## src/rtl/jogo_pkg.sv

```systemverilog
// Shared types for the game control unit.
// State encoding and difficulty level constants.
package jogo_pkg;

   typedef enum logic [2:0] {
      IDLE    = 3'd0,
      ZERA    = 3'd1,
      PREPARA = 3'd2,
      JOGANDO = 3'd3,
      PONTO   = 3'd4,
      PAUSA   = 3'd5,
      FIM     = 3'd6
   } estado_t;

   localparam logic [1:0] NIVEL_0 = 2'd0;
   localparam logic [1:0] NIVEL_1 = 2'd1;
   localparam logic [1:0] NIVEL_2 = 2'd2;
   localparam logic [1:0] NIVEL_3 = 2'd3;

endpackage

```

## src/rtl/contador_tempo_jogo.sv

```systemverilog
// Loadable down counter with tick enable and hold.
// Saturates at zero; um flags a value of exactly one.
module contador_tempo_jogo #(
   parameter int N = 16
) (
   input  logic         clock,
   input  logic         reset,
   input  logic         carrega,
   input  logic [N-1:0] carga,
   input  logic         tick,
   input  logic         segura,
   output logic [N-1:0] valor,
   output logic         um
);

   logic [N-1:0] valor_q;
   logic [N-1:0] valor_d;

   always_comb begin
      valor_d = valor_q;
      if (carrega)
         valor_d = carga;
      else if (tick && !segura && valor_q != '0)
         valor_d = valor_q - N'(1);
   end

   always_ff @(posedge clock or negedge reset) begin
      if (!reset) valor_q <= '0;
      else        valor_q <= valor_d;
   end

   assign valor = valor_q;
   assign um    = (valor_q == N'(1));

endmodule

```

## src/rtl/jogo_unidade_controle.sv

```systemverilog
// Game control unit: level latch, prep countdown, play/point/end sequencing.
// Optional pause state enabled by defining JOGO_PAUSA_EN.
module jogo_unidade_controle
   import jogo_pkg::*;
#(
   parameter int PREP_TICKS = 3000,
   parameter int TEMPO_JOGO = 60000,
   parameter int SCORE_MAX  = 999,
   parameter int TEMPO_N    = 16
) (
   input  logic               clock,
   input  logic               reset,
   input  logic               iniciar,
   input  logic               pausar,
   input  logic               tick,
   input  logic [1:0]         nivel_dificuldade,
   input  logic               ganhou_ponto,
   input  logic               perdeu_ponto,
   input  logic [9:0]         pontuacao,
   output logic               conta_nivel0,
   output logic               conta_nivel1,
   output logic               conta_nivel23,
   output logic               reset_ponto,
   output logic               reset_nivel0,
   output logic               reset_nivel1,
   output logic               reset_nivel23,
   output logic [1:0]         nivel_travado,
   output logic [TEMPO_N-1:0] tempo_restante,
   output logic               fim_jogo,
   output logic               venceu,
   output logic [2:0]         estado
);

   // Zero budgets would never reach the ==1 exit condition
   localparam int PREP_EF  = (PREP_TICKS == 0) ? 1 : PREP_TICKS;
   localparam int TEMPO_EF = (TEMPO_JOGO == 0) ? 1 : TEMPO_JOGO;

   estado_t      state_q, state_d;
   logic [1:0]   nivel_q, nivel_d;
   logic         venceu_q, venceu_d;
   logic         fim_q;
   logic [3:0]   rst_q, rst_d;
   logic         sel0, sel1, sel23;
   logic         prep_um, tempo_um, vitoria;
   logic [TEMPO_N-1:0] prep_unused;

`ifndef JOGO_PAUSA_EN
   logic unused_pausar;
   assign unused_pausar = pausar;
`endif

   always_comb begin
      sel0  = 1'b0;
      sel1  = 1'b0;
      sel23 = 1'b0;
      unique case (1'b1)
         (nivel_q == NIVEL_0): sel0  = 1'b1;
         (nivel_q == NIVEL_1): sel1  = 1'b1;
         default:              sel23 = 1'b1;
      endcase
   end

   contador_tempo_jogo #(.N(TEMPO_N)) u_prep (
      .clock   (clock),
      .reset   (reset),
      .carrega (state_q == ZERA),
      .carga   (TEMPO_N'(PREP_EF)),
      .tick    (tick),
      .segura  (state_q != PREPARA),
      .valor   (prep_unused),
      .um      (prep_um)
   );

   contador_tempo_jogo #(.N(TEMPO_N)) u_tempo (
      .clock   (clock),
      .reset   (reset),
      .carrega (state_q == ZERA),
      .carga   (TEMPO_N'(TEMPO_EF)),
      .tick    (tick),
      .segura  (!(state_q == JOGANDO || state_q == PONTO)),
      .valor   (tempo_restante),
      .um      (tempo_um)
   );

   assign vitoria = (pontuacao >= 10'(SCORE_MAX));

   always_comb begin
      state_d  = state_q;
      nivel_d  = nivel_q;
      venceu_d = venceu_q;
      unique case (state_q)
         IDLE:    if (iniciar) state_d = ZERA;
         ZERA: begin
            nivel_d  = nivel_dificuldade;
            venceu_d = 1'b0;
            state_d  = PREPARA;
         end
         PREPARA: if (tick && prep_um) state_d = JOGANDO;
         JOGANDO: begin
            if (vitoria) begin
               state_d  = FIM;
               venceu_d = 1'b1;
            end else if (tick && tempo_um)
               state_d = FIM;
            else if (ganhou_ponto || perdeu_ponto)
               state_d = PONTO;
`ifdef JOGO_PAUSA_EN
            else if (pausar)
               state_d = PAUSA;
`endif
         end
         PONTO:   state_d = (tick && tempo_um) ? FIM : JOGANDO;
`ifdef JOGO_PAUSA_EN
         PAUSA:   if (!pausar) state_d = JOGANDO;
`endif
         FIM:     if (iniciar) state_d = ZERA;
         default: state_d = IDLE;
      endcase
   end

   // Clears are registered from the next state so they line up with it
   always_comb begin
      rst_d    = 4'b0000;
      rst_d[3] = (state_d == ZERA);
      rst_d[2] = (state_d == ZERA) || (state_d == PONTO && sel0);
      rst_d[1] = (state_d == ZERA) || (state_d == PONTO && sel1);
      rst_d[0] = (state_d == ZERA) || (state_d == PONTO && sel23);
   end

   always_ff @(posedge clock or negedge reset) begin
      if (!reset) begin
         state_q  <= IDLE;
         nivel_q  <= NIVEL_0;
         venceu_q <= 1'b0;
         fim_q    <= 1'b0;
         rst_q    <= 4'b0000;
      end else begin
         state_q  <= state_d;
         nivel_q  <= nivel_d;
         venceu_q <= venceu_d;
         fim_q    <= (state_d == FIM);
         rst_q    <= rst_d;
      end
   end

   assign conta_nivel0  = (state_q == JOGANDO) && tick && sel0;
   assign conta_nivel1  = (state_q == JOGANDO) && tick && sel1;
   assign conta_nivel23 = (state_q == JOGANDO) && tick && sel23;

   assign reset_ponto   = rst_q[3];
   assign reset_nivel0  = rst_q[2];
   assign reset_nivel1  = rst_q[1];
   assign reset_nivel23 = rst_q[0];
   assign nivel_travado = nivel_q;
   assign fim_jogo      = fim_q;
   assign venceu        = venceu_q;
   assign estado        = state_q;

endmodule

```

## config.mk

```make
export PLATFORM = sky130hd
export DESIGN_NAME = jogo_unidade_controle
export DESIGN_NICKNAME = d
export VERILOG_FILES = /design/src/rtl/jogo_pkg.sv /design/src/rtl/contador_tempo_jogo.sv /design/src/rtl/jogo_unidade_controle.sv
export SDC_FILE = /design/constraint.sdc
export NUM_CORES = 1
export LEC_CHECK = 0
export BUFFER_PORTS_ARGS = -buffer_cell sky130_fd_sc_hd__buf_2
export CAP_MARGIN = 15
export CORE_UTILIZATION = 30
export DETAILED_ROUTE_END_ITERATION = 12
export PLACE_DENSITY = 0.53
export SYNTH_ARGS = -nofsm -noshare
export SYNTH_HDL_FRONTEND = slang
export SYNTH_SLANG_ARGS = --single-unit
```

## constraint.sdc

```tcl
create_clock -name clock -period 2.3 [get_ports clock]
set_input_delay 0.345 -clock clock [delete_from_list [all_inputs] [get_ports clock]]
set_output_delay 0.345 -clock clock [all_outputs]
set_load 0.03 [all_outputs]
```

# Word-level counts from Yosys, hierarchy flattened
# Index checks and enable logic that the tools add are counted.
[totals]
reg_bits = 43
out_inout_bits = 30
in_bits = 19
wordCells = 68
[classes]
mux = 16
n_eq_ne = 13
n_lt_le_gt_ge = 1
reduce_logical = 29
n_addsub = 2
[ops]
columns = ["op", "n"]
rows = [
  ["$mux W16", 4],
  ["$eq A16 B1 Y1 const B", 2],
  ["$reduce_bool A16 Y1", 2],
  ["$sub A16 B1 Y16 const B", 2],
  ["$mux W3", 6],
  ["$pmux W3 S5", 1],
  ["$logic_and A1 B1 Y1", 13],
  ["$eq A3 B3 Y1 const B", 4],
  ["$ge A10 B10 Y1 const B", 1],
  ["$eq A3 B1 Y1 const B", 2],
  ["$eq A3 B2 Y1 const B", 2],
  ["$reduce_bool A2 Y1", 3],
  ["$logic_or A1 B1 Y1", 5],
  ["$mux W1", 4],
  ["$reduce_or A2 Y1", 2],
  ["$logic_not A3 Y1", 1],
  ["$ne A3 B2 Y1 const B", 1],
  ["$eq A2 B1 Y1 const B", 1],
  ["$logic_not A2 Y1", 1],
  ["$ne A2 B2 Y1 const B", 1],
  ["$pmux W1 S2", 1],
  ["$reduce_and A2 Y1", 1],
  ["$logic_not A1 Y1", 1],
]

# Depth between registers and ports, before layout
# Gate-level depths: netlist of the first run.
[depth]
ltp_word = 8
depth_mapped = 7
ltp_nobuf = 7

# Modules after synthesis
# Synthesis of the first run repeated with hierarchy kept, for this count alone.
[unflattened]
hier_cells = 291
hier_area_um2 = 2680.1
[by_module_without_submodules]
columns = ["module", "instances", "area_per_inst_um2", "cells_each"]
rows = [
  ["contador_tempo_jogo", 2, 1029.7, 116],
  ["jogo_unidade_controle", 1, 620.6, 59],
]

# Least setup slack after synthesis of the first run
# Ideal clock, no wire load.
[synth_timing]
path_type = "reg-to-output"
start = "register state_q[1], in the netlist estado[1]"
end = "output port conta_nivel0"
path_stages_with_launch = 5
path_slack_ns = 0.260
required_time_ns = 1.955
arrival_ns = 1.695
cell_sequence = "dfrtp_1 -> buf_2 -> and3b_1 -> nand2_1 -> nor3_1"
[synth_between]
elab_chain_cells = 3
[synth_lines]
columns = ["element", "line", "source"]
rows = [
  ["from (decl)", "jogo_unidade_controle.sv:38", "estado_t state_q, state_d;"],
  ["from (signal assigned)", "jogo_unidade_controle.sv:138", "state_q <= state_d;"],
  ["$eq A3 B2 Y1", "jogo_unidade_controle.sv:146", "assign conta_nivel0 = (state_q == JOGANDO) && tick && sel0;"],
  ["$logic_and A1 B1 Y1 (2 in a row)", "jogo_unidade_controle.sv:146", ""],
  ["to (decl)", "jogo_unidade_controle.sv:20", "output logic conta_nivel0,"],
]
# No other way between the ends.

# Worst setup path in the final report of the first run
[layout_timing]
start = "register u_tempo.valor_q[11], in the netlist u_tempo.valor[11]"
end = "register rst_q[0]"
[layout_between]
elab_chain_cells = 8
elab_cells_between_ends = 10
[layout_lines]
columns = ["element", "line", "source"]
rows = [
  ["from (decl)", "contador_tempo_jogo.sv:16", "logic [N-1:0] valor_q;"],
  ["from (signal assigned)", "contador_tempo_jogo.sv:29", "else valor_q <= valor_d;"],
  ["$eq A16 B1 Y1 *", "contador_tempo_jogo.sv:33", "assign um = (valor_q == N'(1));"],
  ["$logic_and A1 B1 Y1 *", "jogo_unidade_controle.sv:103", "end else if (tick && tempo_um)"],
  ["$mux W3 *", "jogo_unidade_controle.sv:103", ""],
  ["$mux W3 *", "jogo_unidade_controle.sv:100", "if (vitoria) begin"],
  ["$pmux W3 S5 *", "jogo_unidade_controle.sv:91", "unique case (state_q)"],
  ["named net state_d[1]", "jogo_unidade_controle.sv:38", ""],
  ["$eq A3 B3 Y1", "jogo_unidade_controle.sv:127", "rst_d[0] = (state_d == ZERA) || (state_d == PONTO && sel23);"],
  ["$logic_and A1 B1 Y1", "jogo_unidade_controle.sv:127", ""],
  ["$logic_or A1 B1 Y1 *", "jogo_unidade_controle.sv:127", ""],
  ["named net rst_d[0]", "jogo_unidade_controle.sv:42", "logic [3:0] rst_q, rst_d;"],
  ["to (signal assigned)", "jogo_unidade_controle.sv:142", "rst_q <= rst_d;"],
  ["to (decl)", "jogo_unidade_controle.sv:42", ""],
]
# Mark *: on every way through the listed nets, which the timed path passes. The rest lies on a longest branch.
# A chain may end at the register's enable or synchronous reset.

==> flow_summary.json, run 1 <==
{
  "vias_per_cell": 5.00,
  "grt-ovfl-total": 0,
  "synth.distinct_cells": 52,
  "synth_edf_count": 0,
  "setup_violations": 0,
  "regToRegSetupSlack_ns": 0.24,
  "cts_root_buf": "clkbuf_8",
  "antenna_found_initial": 0,
  "cts-htree-levels": 2,
  "antenna_cells": 0,
  "ant_nets": 0,
  "synth_fa_ha_area_share_pct": 3.11,
  "synth.area.top_cells": "dfrtp_1 (45%), xnor2_1 (4.7%), nand2_1 (4.7%)",
  "yosysTopAreaCellShare_pct": 44.6,
  "endpoint": "rst_q[0]",
  "worstRegToRegCells": 5,
  "synth_top_family_by_area": "simple AND/OR/NAND/NOR gates",
  "clk_latency_ns": 0.30,
  "dieArea_um2": 8400,
  "pwr-share-comb_pct": 43.4,
  "portBuffers": 47,
  "cp_max_fo": 6,
  "first_pass_iters": 4,
  "cp-start-kind": "register",
  "slew_viol_final": 0,
  "io_pins": 49,
  "cts_tree": "done",
  "drv_cap": 0,
  "chipWidth_um": 91.7,
  "coreArea_um2": 7770,
  "outcome": "finished clean",
  "grt_pass1_vias": 1976,
  "final_common_cell": "buf_2",
  "cellPowerDensity_nw_per_um2": 1100,
  "num_rows": 32,
  "fillers": 816,
  "worst_pin_slew_ns": 0.688,
  "die_height_um": 91.7,
  "yosys.area.top_type": "dfrtp_1",
  "vdd_drop_max_mv": 0.498,
  "initial_core_util_pct": 31.0,
  "drt-total-wl_um": 5670,
  "grt_use_total_pct": 14.3,
  "tns_ns": 0,
  "place.gp.congestion": 0.774,
  "power.total_uw": 3240,
  "crit_path_start": "u_tempo.valor[11]",
  "final_core_util_pct": 38.0,
  "post_cts_buffers": 0,
  "area_growth_pct": 22.5,
  "ctsResizeCount": 0,
  "relSlewSlack_pct": 53.8,
  "switching_share_pct": 43.9,
  "grt_pass1_wl_um": 9580,
  "p_switching_uw": 1420,
  "drc": 0,
  "seq_power_share_pct": 37.4,
  "layout_common_cells": "buf_2 (47), dfrtp_1 (43), nand2_1 (30)",
  "min_path_type": "input pin to asynchronous set/reset pin",
  "fin_crit_ns": 2.06,
  "synth.mux.area_fraction_pct": 3.32,
  "wire_per_inst_um": 13.8,
  "rsz0062_at_grt": "false",
  "p_int_uw": 1820,
  "synth-seq-cells": 43,
  "arrival_ns": 2.24,
  "dpl.hpwl_um": 4080,
  "holdWs_ns": 0.0994,
  "cp-end-kind": "register",
  "clock-sinks": 43,
  "synth_compound_area_share_pct": 12.9,
  "p_leak_uw": 0.00128,
  "r2r_start": "u_tempo.valor[11]",
  "cts_inserted_buffers": 5,
  "fmax_ghz": 0.486,
  "dpl.cell_count": 403,
  "clk_transition_reported_paths_ns": 0.09,
  "hold_viol": 0,
  "fin_worst_skew_ns": 0.0115,
  "fin_crit_sh_pct": 89.5,
  "cts.path.max_buffers": 2,
  "async_reset_ff_share_pct": 100,
  "ys_seq_area_share_pct": 44.6,
  "grt_max_degree": 44,
  "drt_iter0_markers": 131,
  "syn_area_per_cell_um2": 9.57,
  "synthXorXnorAreaFrac_pct": 4.72,
  "p_clk_share_pct": 19.2,
  "worstSetupPathType": "register to register",
  "reg2reg_to": "rst_q[0]",
  "drive_gt1_share_pct": 26.5,
  "netlist_area_um2": 2410,
  "synthSimpleGateAreaFrac_pct": 28.3,
  "crit_required_ns": 2.48,
  "syn_nets": 277,
  "syn_inst": 252,
  "postCtsHoldBufs": 0,
  "final_nets": 333,
  "fin_cells": 411,
  "ys.flop_type": "dfrtp_1",
  "via_count": 2057,
  "ys.warnings.count": 0
}
==> metrics by stage <==
step	cell area, µm²	worst slack [ns]
after floorplan	2410	0.260
after global placement	2830	0.266
after detailed placement	2830	0.242
after CTS	2950	0.221
after global routing	2950	0.0805
final	2950	0.241
==> worst max-delay path, cell delays in order, from the launching register on <==
cell and delay [ns]:
dfrtp_1 0.43, or4_4 0.59, and4bb_4 0.37, nand2_1 0.14, o211ai_2 0.29, o31ai_1 0.12
==> metal layers <==
metal	global-route usage, %	part of all wire [%]
met1	19.8	51
met2	22.1	44
met3	2.99	4.0
met4	4.76	1.4
met5	0	0
==> Yosys cell counts, drive strengths merged, types with 2 or more instances <==
library cell	count
nor4	7
buf	4
o211ai	3
nor3	12
mux2i	8
nand2	31
a21o	3
nand2b	3
nor2	22
inv	10
ha	6
o21ai	10
a311oi	3
a21oi	5
nor4b	3
o31ai	3
nand4	5
xnor2	13
clkbuf	4
nor3b	3
nand3	15
a31o	2
and4bb	2
a211oi	7
and4	2
nand3b	2
dfrtp	43
or3	6
==> worst min path at each step <==
stage	cells past startpoint	to	from	slack [ns]
global route	2	u_tempo.valor[1]	reset	0.15
finish	2	u_tempo.valor[0]	reset	0.1
floorplan	0	estado[0]	reset	0.05
global placement	2	u_tempo.valor[0]	reset	0.46
detailed placement	2	u_tempo.valor[1]	reset	0.46
CTS	2	u_tempo.valor[1]	reset	0.13
==> layout make-up <==
cell class,count,area [µm²],area share [%]
Timing Repair Buffer,57,323,10.9
Clock buffer,6,82.6,2.80
Inverter,10,37.5,1.27
Sequential cell,43,1080,36.4
Multi-Input combinational cell,191,1270,43.1
Tap cell,102,128,4.32
Clock inverter,2,35.0,1.19
==> kinds of logic (layout without fill, tap and decap cells) <==
family          count (synthesis)  count (layout)
compound gates                 43              43
simple gates                  121             121
flops                          43              43
xor+xnor                       13              13
fa+ha+maj                       6               6
buf+inv                        18              75
mux                             8               8
==> power by group through the flow <==
stage | Sequential, µW | Combinational, µW | Clock [µW]
final | 1210 | 1410 | 624
after CTS | 1210 | 1420 | 643
after global placement | 1220 | 1400 | 0
after global routing | 1260 | 1550 | 677
after detailed placement | 1230 | 1410 | 0
after floorplan | 1470 | 714 | 0
==> state kept, by name, indices dropped and copies added, names as in the netlist <==
register,flops
u_prep.valor,16
u_tempo.valor,16
rst_q,4
estado,3
nivel_travado,2
fim_jogo,1
venceu,1
Power figures use the tool's default switching activity.
==> run 2, diff against run 1 <==
Settings changed: CORE_UTILIZATION 30 to 40, PLACE_DENSITY 0.53 to 0.65.
==> flow_summary.json, run 2 (synthesis results as in run 1) <==
{
  "clock-sinks": 43,
  "cts.path.max_buffers": 2,
  "grt-ovfl-total": 0,
  "place.gp.congestion": 0.808,
  "coreArea_um2": 5640,
  "max_stage_delay_ns": 0.59,
  "holdWs_ns": -0.00111,
  "cp-end-kind": "register",
  "antenna_found_initial": 0,
  "relSlewSlack_pct": 56.3,
  "tns_ns": 0,
  "violations": "hold timing",
  "arrival_ns": 2.29,
  "crit_required_ns": 2.49,
  "post_cts_buffers": 0,
  "fin_worst_skew_ns": 0.00485,
  "drive_gt1_share_pct": 26.2,
  "num_rows": 27,
  "clk_transition_reported_paths_ns": 0.08,
  "vias_per_cell": 5.40,
  "fin_crit_ns": 2.10,
  "die_height_um": 79.6,
  "worstSetupPathType": "register to register",
  "fmax_ghz": 0.475,
  "grt_pass1_vias": 1911,
  "final_nets": 333,
  "drv_cap": 0,
  "cts_root_buf": "clkbuf_8",
  "worst_pin_slew_ns": 0.638,
  "antenna_cells": 0,
  "crit_slowest_cell": "nor3_1",
  "chipWidth_um": 79.6,
  "drc": 0,
  "dieArea_um2": 6340,
  "cp_max_fo": 9,
  "cts-htree-levels": 2,
  "layout_common_cells": "buf_2 (47), dfrtp_1 (43), nand2_1 (30)",
  "cts_tree": "done",
  "drt-total-wl_um": 5400,
  "outcome": "finished, violations left",
  "crit_path_start": "estado[2]",
  "postCtsHoldBufs": 0,
  "initial_core_util_pct": 42.7,
  "ant_nets": 0,
  "setup_violations": 0,
  "rsz0062_at_grt": "false",
  "vdd_drop_max_mv": 0.533,
  "clk_latency_ns": 0.30,
  "cts_inserted_buffers": 5,
  "min_path_type": "input pin to asynchronous set/reset pin",
  "worstRegToRegCells": 5,
  "io_pins": 49,
  "cp-start-kind": "register",
  "drt_iter0_markers": 90,
  "hold_viol": 1,
  "portBuffers": 47,
  "ctsResizeCount": 0,
  "slew_viol_final": 0,
  "via_count": 2057,
  "final_common_cell": "buf_2",
  "p_leak_uw": 0.00126,
  "fin_crit_sh_pct": 91.4,
  "grt_use_total_pct": 18.7,
  "grt_max_degree": 23,
  "wire_per_inst_um": 14.2,
  "dpl.hpwl_um": 3920,
  "area_growth_pct": 18.8,
  "path_cells": "nor3b_2 > o21ai_1 > nor3_1 > and4_1 > nor2_1",
  "r2r_start": "estado[2]",
  "cellPowerDensity_nw_per_um2": 1070,
  "grt_pass1_wl_um": 9200,
  "first_pass_iters": 4
}
run 2: stage by stage:
stage	cells	utilization [%]	instance area, µm²	setup slack [ns]	total power (µW)
floorplan	252	-	2410	0.260	2180
global placement	373	49.3	2780	0.264	2580
detailed placement	373	49.3	2780	0.221	2620
CTS	381	50.8	2870	0.219	3100
global route	381	50.8	2870	0.0581	3300
finish	381	50.8	2870	0.197	3070
run 2: final timing paths:
| check | slack, ns | endpoint |
|---|---|---|
| worst max register to register | 0.20 | u_tempo.valor[15] |
| max in group asynchronous | 1.74 | u_prep.valor[4] |
| min in group clock | 0.24 | nivel_travado[0] |
| worst min register to register | 0.49 | venceu |
| worst min-delay path | -0.001 | fim_jogo |
| worst max-delay path | 0.20 | u_tempo.valor[15] |
run 2: power by group:
| group | switching (µW) | leakage [µW] | internal [µW] |
|---|---|---|---|
| registers | 242 | 0.000512 | 984 |
| logic | 900 | 0.000700 | 471 |
| clock network | 266 | 0.0000477 | 208 |
run 2: cell type report:
cell class	instances	area, µm²
clock buffers	5	68.8
clock inverters	3	15.0
fillers	538	2780
inverters	10	37.5
multi-input cells	191	1270
flip-flops and latches	43	1080
well taps	72	90.1
repair buffers	57	310
run 2: metal layers:
metal,wire length (µm),global-route usage (%),part of all wire [%]
met1,2670,25.5,50
met5,0,0,0
met2,2420,29.7,45
met4,64,6.00,1.2
met3,240,3.66,4.4
run 2: critical path, delay by kind of cell (launching register included):
family             cells  cell delay [ns]
DFF                    1             0.52
and+or+nand+nor        4             1.20
AOI/OAI and AO/OA      1             0.28
==> run 3, diff against run 2 <==
Settings changed: CORE_UTILIZATION 40 to 55, PLACE_DENSITY 0.65 to 0.84.
Clock period 2.3 ns to 2.4 ns, I/O delays scaled along.
==> flow_summary.json, run 3 (synthesis results as in run 1) <==
{
  "outcome": "finished, violations left",
  "violations": "hold timing",
  "final-seq-area_um2": 1080,
  "r2r_start": "u_tempo.valor[11]",
  "crit_required_ns": 2.57,
  "setup_violations": 0,
  "chipWidth_um": 68.2,
  "holdWs_ns": -0.00827,
  "vdd_drop_max_mv": 0.663,
  "fmax_ghz": 0.476,
  "ctsResizeCount": 0,
  "die_height_um": 68.2,
  "drc": 0,
  "grt_max_degree": 26,
  "dpl.hpwl_um": 3800,
  "slew_viol_final": 0,
  "multiInputGateArea_um2": 1270,
  "num_rows": 23,
  "via_count": 2127,
  "tns_ns": 0,
  "antenna_found_initial": 0,
  "fin_crit_sh_pct": 87.6,
  "path_delay_family": "simple AND/OR/NAND/NOR gates",
  "vias_per_cell": 5.96,
  "final_common_cell": "buf_2",
  "fillers": 333,
  "coreArea_um2": 4120,
  "p_leak_uw": 0.00125,
  "drt-total-wl_um": 5250,
  "cellPowerDensity_nw_per_um2": 1050,
  "postCtsHoldBufs": 0,
  "cts-htree-levels": 2,
  "initial_core_util_pct": 58.6,
  "critPathBufInv": 0,
  "grt-ovfl-total": 0,
  "regToRegSetupSlack_ns": 0.30,
  "cts_inserted_buffers": 5,
  "fin_crit_ns": 2.10,
  "reg2reg_to": "rst_q[1]",
  "fin_worst_skew_ns": 0.00272,
  "path_cells": "or4_4 > and4bb_4 > nand2_1 > o211ai_2 > o31ai_1",
  "layout_common_cells": "buf_2 (47), dfrtp_1 (43), nand2_1 (30)",
  "wire_per_inst_um": 14.7,
  "ant_nets": 0,
  "grt_pass1_vias": 2007,
  "crit_slowest_cell": "or4_4",
  "grt_pass1_wl_um": 8800,
  "drv_cap": 0,
  "antenna_cells": 0,
  "max_stage_delay_ns": 0.59,
  "min_path_type": "input pin to asynchronous set/reset pin",
  "worst_pin_slew_ns": 0.655,
  "cp-start-kind": "register",
  "grt_use_total_pct": 25.5,
  "first_pass_iters": 4,
  "place.gp.congestion": 0.855,
  "cts.path.max_buffers": 2,
  "area_growth_pct": 17.7,
  "dieArea_um2": 4650,
  "drive_gt1_share_pct": 25.4,
  "cp_max_fo": 6,
  "clk_latency_ns": 0.29,
  "portBuffers": 47,
  "clk_transition_reported_paths_ns": 0.08,
  "relSlewSlack_pct": 56.0,
  "post_cts_buffers": 0,
  "worstRegToRegCells": 5,
  "rsz0062_at_grt": "false",
  "worstSetupPathType": "register to register",
  "arrival_ns": 2.27,
  "io_pins": 49,
  "hold_viol": 18,
  "cts_tree": "done",
  "clock-sinks": 43,
  "cp-end-kind": "register",
  "cts_root_buf": "clkbuf_8",
  "drt_iter0_markers": 214,
  "final_nets": 331
}
run 3: cell types whose count changed in the layout (fill, tap and decap cells not counted), sizes merged:
| cell | previous run | this run |
|---|---|---|
| buf | 57 | 55 |
| clkbuf | 5 | 8 |
| clkinv | 3 | 0 |
run 3: layer usage:
metal | wire [µm] | share of wire, % | vias up | global-route usage (%)
met2 | 2450 | 47 | 78 | 41.5
met4 | 68 | 1.3 | 0 | 8.33
li1 | - | - | 1030 | -
met5 | 0 | 0 | - | 0
met3 | 290 | 5.5 | 7 | 6.33
met1 | 2440 | 46 | 1012 | 32.9
run 3: area by class of cell:
type	count	share of cell area, %
clock buffer	8	3.53
inverter	10	1.32
multi-input combinational	191	44.6
timing repair buffer	55	10.4
tap	50	2.20
sequential	43	37.9
run 3: power by group:
part	switching [µW]	leakage, µW	internal (µW)
Clock	237	0.0000515	263
Combinational	851	0.000689	454
Sequential	247	0.000512	943
run 3: stage by stage:
stage                     power, µW  cells  cell area (µm²)  util, %  setup WS (ns)
after CTS                      3000    357             2840     69.0          0.328
final                          2990    357             2840     69.0          0.298
after global placement         2440    349             2740     66.6          0.406
after floorplan                2090    252             2410        -          0.345
after global routing           3210    357             2840     69.0          0.140
after detailed placement       2490    349             2740     66.6          0.340
run 3: worst register-to-register path: stages (launching register included):
cell and delay (ns):
dfrtp_1 0.43, or4_4 0.59, and4bb_4 0.38, nand2_1 0.15, o211ai_2 0.30, o31ai_1 0.13
run 3: worst max path at each step:
stage,slack (ns),cells past startpoint,startpoint,endpoint
final,0.30,5,u_tempo.valor[11],rst_q[1]
after global routing,0.14,5,estado[2],u_tempo.valor[11]
after CTS,0.33,5,u_tempo.valor[11],rst_q[1]
after detailed placement,0.34,5,u_tempo.valor[11],rst_q[1]
after global placement,0.41,5,u_tempo.valor[11],rst_q[1]
after floorplan,0.35,4,estado[1],conta_nivel0
